<file path="config.mk">
export PLATFORM = sky130hd
export DESIGN_NAME = mips_muldiv_unit
export DESIGN_NICKNAME = d
export VERILOG_FILES = /design/src/rtl/mips_muldiv_unit.sv
export SDC_FILE = /design/constraint.sdc
export NUM_CORES = 1
export LEC_CHECK = 0
export CORE_MARGIN = 1.5
export CORE_UTILIZATION = 63
export DETAILED_ROUTE_END_ITERATION = 7
export PLACE_DENSITY_LB_ADDON = 0.3
export SYNTH_ARGS = -nofsm -noshare
export SYNTH_HDL_FRONTEND = slang
export SYNTH_SLANG_ARGS = --single-unit
</file>
<file path="constraint.sdc">
create_clock -name clk -period 5.5 [get_ports clk]
set_clock_uncertainty 0.05 [all_clocks]
set_input_delay 1.65 -clock clk [delete_from_list [all_inputs] [get_ports clk]]
set_output_delay 1.65 -clock clk [all_outputs]
set_load 0.02 [all_outputs]
</file>
<file path="src/rtl/mips_muldiv_unit.sv">
// mips_muldiv_unit: iterative MIPS multiply/divide unit owning HI/LO.
// Define MULDIV_FAST_MULT_EN for single-cycle combinational MULT/MULTU.
module mips_muldiv_unit #(
  parameter int WIDTH = 32,
  parameter int ITER  = WIDTH
) (
  input  logic             clk,
  input  logic             reset_n,
  input  logic             start,
  input  logic [2:0]       op,
  input  logic [WIDTH-1:0] src_a,
  input  logic [WIDTH-1:0] src_b,
  output logic             busy,
  output logic             done,
  output logic [WIDTH-1:0] hi,
  output logic [WIDTH-1:0] lo
);
  typedef enum logic [1:0] {IDLE, MUL, DIV, FIX} state_t;
  localparam int CW = $clog2(ITER);
  state_t state, state_nx;
  logic [CW-1:0] cnt;
  logic [WIDTH-1:0] opb, a_raw, abs_a, abs_b;
  logic [2*WIDTH-1:0] acc, prod;
  logic [WIDTH:0] rem, rsh, diff, msum;
  logic neg_q, neg_r, is_div, sa, sb, accept, go_mul, go_div, ge, last;
  assign busy   = state != IDLE;
  assign accept = start && !busy;
  assign go_mul = accept && op[2:1] == 2'b00;
  assign go_div = accept && op[2:1] == 2'b01;
  assign sa     = !op[0] && src_a[WIDTH-1];
  assign sb     = !op[0] && src_b[WIDTH-1];
  assign abs_a  = sa ? -src_a : src_a;
  assign abs_b  = sb ? -src_b : src_b;
  assign last   = cnt == CW'(ITER - 1);
  // Multiply: acc holds {partial product, remaining multiplier bits}
  assign msum   = {1'b0, acc[2*WIDTH-1:WIDTH]} + (acc[0] ? {1'b0, opb} : '0);
  // Divide: acc[WIDTH-1:0] shifts dividend bits out and quotient bits in
  assign rsh    = {rem[WIDTH-1:0], acc[WIDTH-1]};
  assign diff   = rsh - {1'b0, opb};
  assign ge     = !diff[WIDTH];
  assign prod   = neg_q ? -acc : acc;
`ifdef MULDIV_FAST_MULT_EN
  logic [2*WIDTH-1:0] fmag, fprod;
  assign fmag  = (2*WIDTH)'(abs_a) * (2*WIDTH)'(abs_b);
  assign fprod = (sa ^ sb) ? -fmag : fmag;
`endif
  always_ff @(posedge clk or negedge reset_n)
    if (!reset_n) state <= IDLE;
    else state <= state_nx;
  always_comb begin
    state_nx = state;
    case (state)
`ifdef MULDIV_FAST_MULT_EN
      IDLE:     state_nx = go_div ? DIV : IDLE;
`else
      IDLE:     state_nx = go_div ? DIV : go_mul ? MUL : IDLE;
`endif
      MUL, DIV: state_nx = last ? FIX : state;
      FIX:      state_nx = IDLE;
      default:  state_nx = IDLE;
    endcase
  end
  always_ff @(posedge clk or negedge reset_n)
    if (!reset_n) begin
      hi     <= '0;
      lo     <= '0;
      done   <= 1'b0;
      cnt    <= '0;
      acc    <= '0;
      rem    <= '0;
      opb    <= '0;
      a_raw  <= '0;
      neg_q  <= 1'b0;
      neg_r  <= 1'b0;
      is_div <= 1'b0;
    end else begin
      done <= 1'b0;
      cnt  <= (state == MUL || state == DIV) ? cnt + CW'(1) : '0;
      if (go_mul || go_div) begin
        neg_q  <= sa ^ sb;
        neg_r  <= sa;
        a_raw  <= src_a;
        is_div <= go_div;
        opb    <= go_div ? abs_b : abs_a;
        acc    <= {{WIDTH{1'b0}}, go_div ? abs_a : abs_b};
        rem    <= '0;
      end
      if (state == MUL) acc <= {msum, acc[WIDTH-1:1]};
      if (state == DIV) begin
        rem             <= ge ? diff : rsh;
        acc[WIDTH-1:0]  <= {acc[WIDTH-2:0], ge};
      end
      if (state == FIX) begin
        done     <= 1'b1;
        {hi, lo} <= !is_div ? prod :
                    opb == '0 ? {a_raw, {WIDTH{1'b1}}} :
                    {neg_r ? -rem[WIDTH-1:0] : rem[WIDTH-1:0],
                     neg_q ? -acc[WIDTH-1:0] : acc[WIDTH-1:0]};
      end
      if (accept && op == 3'b100) hi <= src_a;
      if (accept && op == 3'b101) lo <= src_a;
`ifdef MULDIV_FAST_MULT_EN
      if (go_mul) begin
        {hi, lo} <= fprod;
        done     <= 1'b1;
      end
`endif
    end
endmodule

</file>
Yosys cells after proc, flatten, opt, wreduce, memory -nomap -nowiden

Cells that the tools add are included.
W data, S select, Z words.

Output and inout port bits: 66
Register bits: 235

Equal/unequal tests: 8
Add/subtract/negate cells: 8
Multiplexer cells: 26
Reduce and logical (&&, ||, !) cells: 22
Bitwise operators: 1

Operators with widths:

| cell                  | number |
|---|---|
| $mux W32              | 15 |
| $mux W64              | 5 |
| $neg A32 Y32          | 4 |
| $neg A64 Y64          | 1 |
| $add A32 B32 Y33      | 1 |
| $sub A33 B32 Y33      | 1 |
| $logic_not A32 Y1     | 1 |
| $reduce_bool A2 Y1    | 5 |
| $logic_and A1 B1 Y1   | 7 |
| $eq A3 B3 Y1 const B  | 2 |
| $pmux W2 S3           | 1 |
| $add A5 B1 Y5 const B | 1 |
| $eq A5 B5 Y1 const B  | 1 |
| $mux W5               | 1 |
| $eq A2 B1 Y1 const B  | 2 |
| $eq A2 B2 Y1 const B  | 2 |
| $logic_not A2 Y1      | 2 |
| $mux W2               | 2 |
| $logic_not A1 Y1      | 3 |
| $reduce_bool A3 Y1    | 1 |
| $logic_or A1 B1 Y1    | 2 |
| $mux W1               | 2 |
| $ne A2 B2 Y1 const B  | 1 |
| $reduce_or A2 Y1      | 1 |
| $xor A1 B1 Y1         | 1 |

Depth between registers and ports, before layout

Word-level depth: 8
Gate-level depth with buffers: 14
Depth with buffers taken out: 13

Worst setup path before layout

OpenSTA, ideal clock, no wires.

Kind: input -> register
From: in src_b[4]
To: reg acc[27]
Stages on the path: 9
Path slack: 1.237 ns
Data arrival time: 4.114 ns
Setup time: 0.099 ns
Buffers on the path: 0
Path through: or4_1 > nor4_1 > nand2_1 > or2_2 > or3_1 > o41ai_1 > xor2_1 > nor2b_1 > a311oi_1

Longest elaborated chain between the ends: 6

RTL lines:

| item                           | line | text |
|---|---|---|
| start: declaration             | 12   | `input logic [WIDTH-1:0] src_b,` |
| $neg A32 Y32                   | 33   | `assign abs_b = sb ? -src_b : src_b;` |
| $mux W32                       | 33   |  |
| $mux W32                       | 85   | `acc <= {{WIDTH{1'b0}}, go_div ? abs_a : abs_b};` |
| $mux W64                       | 79   | `if (go_mul \|\| go_div) begin` |
| $mux W64                       | 88   | `if (state == MUL) acc <= {msum, acc[WIDTH-1:1]};` |
| $mux W32                       | 89   | `if (state == DIV) begin` |
| end signal: assignment         | 85   |  |
| end signal: assignment         | 88   |  |
| end signal: indexed assignment | 91   | `acc[WIDTH-1:0] <= {acc[WIDTH-2:0], ge};` |
| end: declaration               | 23   | `logic [2*WIDTH-1:0] acc, prod;` |

Every way passes these cells. The select of a mux whose other input is x is not followed.
A chain may end at the register's enable or synchronous reset.

Worst setup path after layout

Ends and elaborated chain as after synthesis.

==> results by group <==
Status
  • Result of the run: complete, no violations

Power and ir drop
  • Part of the power in the clock network: 13.7%
  • Reg power frac: 24.5%
  • Internal power: 0.007127 W
  • Max rail drop VDD: 395.1 µV
  • Switching power: 0.007521 W
  • Sw frac: 51.35%
  • Gate power share: 61.8%
  • PD cells: 701.2 nW/µm²
  • LEAKAGE: 8.745 nW

Clock network
  • TritonCTS clock tree: done
  • Clk_lat worst skew: 0.58 ns
  • CTS buffer count: 28
  • CTS Hold Bufs: 0
  • Post-cts sizing count: 0
  • Max clock buf depth: 3
  • Total setup buffers inserted after CTS: 0
  • CTS Sinks: 235
  • Clock Pin Slew Worst Setup and Hold Paths: 0.06 ns
  • Clock root buffer master: clkbuf_16
  • Clock H-tree levels: 1

Global route
  • Initial antenna violation count: 0
  • Total grt overflow: 0
  • Total global-route track usage: 43.34%
  • Largest net degree at the start of global routing: 100
  • Vias in the first global route: 17,410
  • First-pass GRT wire length: 101,800 µm

Synthesis
  • Avg Synthesized Cell Area: 7.676 µm²
  • Yosys Warn Count: 0
  • Flop and latch count out of synthesis: 235
  • EDFF count, synth: 0
  • Syn nets: 2,539
  • Post-Syn Area: 18,360 µm²
  • Seq/Total Area, Yosys: 32.03%
  • Distinct cell type count after synthesis: 74
  • Post-Syn Instances: 2,392
  • Most used DFF post-synth: dfrtp_1
  • Post-synthesis async set-or-reset flop share: 100.0%

Critical path
  • CP max FO: 4
  • Setup crit end kind: flip-flop
  • Worst R2R Start: acc[31]
  • CP startpoint kind: input pin
  • Arrival time at the worst endpoint: 5.11 ns
  • Critical Path Source: src_b[4]
  • Critical path class: in -> reg
  • Worst Path Required: 5.94 ns

Place
  • Placed cell area: 19,890 µm²
  • Gpl congestion: 1.032
  • Port bufs: 135
  • Detail Placement HPWL: 49,830 µm

STA
  • Final Hold Vio Count: 0
  • Setup Viol. Count Final: 0
  • Slew HR: 24.37%
  • Crit path time final: 4.671 ns
  • Tcrit/Tclk final: 84.92%
  • Achievable frequency: 214.1 MHz
  • RSZ-0062 raised after global routing: false
  • Least-Margin Pin Slew: 1.130 ns
  • Setup tns final: 0 ns
  • Max Slew Vio Count: 0

Flow run
  • Max-cap viol count: 0

Min path
  • Hold_sp: a_raw[4]
  • Hold WC Path Type: reg -> reg

Layout
  • Share of cells above drive strength 1: 4.978%
  • Most common cell after layout, fill and taps aside: nand2_1
  • Most frequent cells in the layout: 381 x nand2_1, 257 x o21ai_0, 235 x dfrtp_1
  • Nets: 2,576
  • Final Cell Area: 20,890 µm²
  • # fillers: 2,310
  • Antenna fix cells: 0
  • Area growth, synth to finish: 13.78%

Floorplanning
  • Total core area: 28,700 µm²
  • Die X: 173.7 µm
  • Ports: 136
  • FP Rows: 62
  • Die H: 173.7 µm
  • Die ar.: 30,180 µm²
  • Starting Density: 63.97%

Detailed routing
  • Post-DRT Antenna Nets: 0
  • WL final: 66,480 µm
  • DRC viols: 0
  • Routed vias/inst: 6.798
  • Drt first pass iters: 8
  • Detailed router's first-iteration violation count: 2,889
  • Total number of vias: 19,270
  • Routed len/inst: 23.45 µm
## layer usage
layer  wire (µm)  track usage [%]
met1       26920            62.54
met4        2850            15.01
met3        9542            12.32
met2       27170            62.03
met5           0                0
## critical path, cell delays in order
cell and delay [ns]:
clkdlybuf4s50_1 0.47, or4_1 0.62, nor4_1 0.56, nand2_1 0.18
or2_2 0.35, or3_1 0.37, o41ai_1 0.33, xor2_1 0.18
nor2b_1 0.17, a311oi_1 0.23
## cell usage after synthesis (all sizes together), types with 27 or more instances
master | count | area (µm²)
a21oi | 184 | 920.9
o22ai | 47 | 294.0
nor2 | 184 | 690.7
nand3 | 47 | 235.2
xnor2 | 89 | 779.5
xor2 | 108 | 945.9
nor3 | 52 | 265.3
o21ai | 266 | 1335
ha | 75 | 938.4
nand2 | 381 | 1430
or3 | 42 | 262.8
or4 | 27 | 210.2
o211ai | 37 | 277.8
inv | 75 | 281.5
dfrtp | 235 | 5881
o31ai | 37 | 277.8
mux2i | 31 | 310.3
clkbuf | 147 | 554.3
## power by group through the flow
stage	clock [W]	combinational, W	sequential (W)
final	0.00201	0.00906	0.00358
after global routing	0.00207	0.00978	0.00365
after CTS	0.00199	0.00878	0.00351
after detailed placement	0	0.00872	0.00353
after global placement	0	0.00849	0.00349
after floorplan	0	0.00598	0.00344
## per-stage QoR
step	total power [W]	setup WS, ns	hold slack (ns)	utilization (%)	cells
final	0.01465	0.8291	0.4251	72.79	2835
after global routing	0.01551	0.5993	0.4527	72.79	2835
after CTS	0.01429	0.8561	0.4230	72.79	2835
after detailed placement	0.01226	0.2870	0.4081	69.30	2783
after global placement	0.01198	0.4000	0.4016	69.30	2783
after floorplan	0.009415	1.237	0.3815	-	2392
## sequential cells by signal (all words and copies together), names as in the netlist
signal / flops
acc: 64
a_raw: 32
hi: 32
lo: 32
opb: 32
rem: 32
cnt: 5
state: 2
done: 1
is_div: 1
neg_q: 1
neg_r: 1
## path summary, 6_finish.rpt
path	cells past startpoint	slack, ns	end
max	10	0.83	acc[27]
min	2	0.43	a_raw[4]
max reg2reg	13	1.08	rem[1]
min reg2reg	2	0.43	a_raw[4]
max in group asynchronous	2	3.28	acc[37]
min in group asynchronous	1	1.04	lo[0]
## layout make-up
type                    count  area [µm²]  area share (%)
flip-flops and latches    235        5881           28.15
multi-input cells        1914       11600           55.51
well taps                 384       480.5           2.300
inverters                  78       292.8           1.401
clock buffers              35       767.0           3.671
repair buffers            172        1642           7.858
clock inverters            17       232.7           1.114
## kinds of logic (layout without fill, tap and decap cells)
group           Yosys count  count (layout)  share of synthesized area [%]
mux                      35              35                          1.935
simple gates            847             847                          21.04
buf+inv                 243             302                          5.002
flops                   235             235                          32.03
xor+xnor                197             197                          9.397
fa+ha+maj                77              77                          5.329
compound gates          758             758                          25.27
Note: power is estimated with default switching activity, not from simulation.
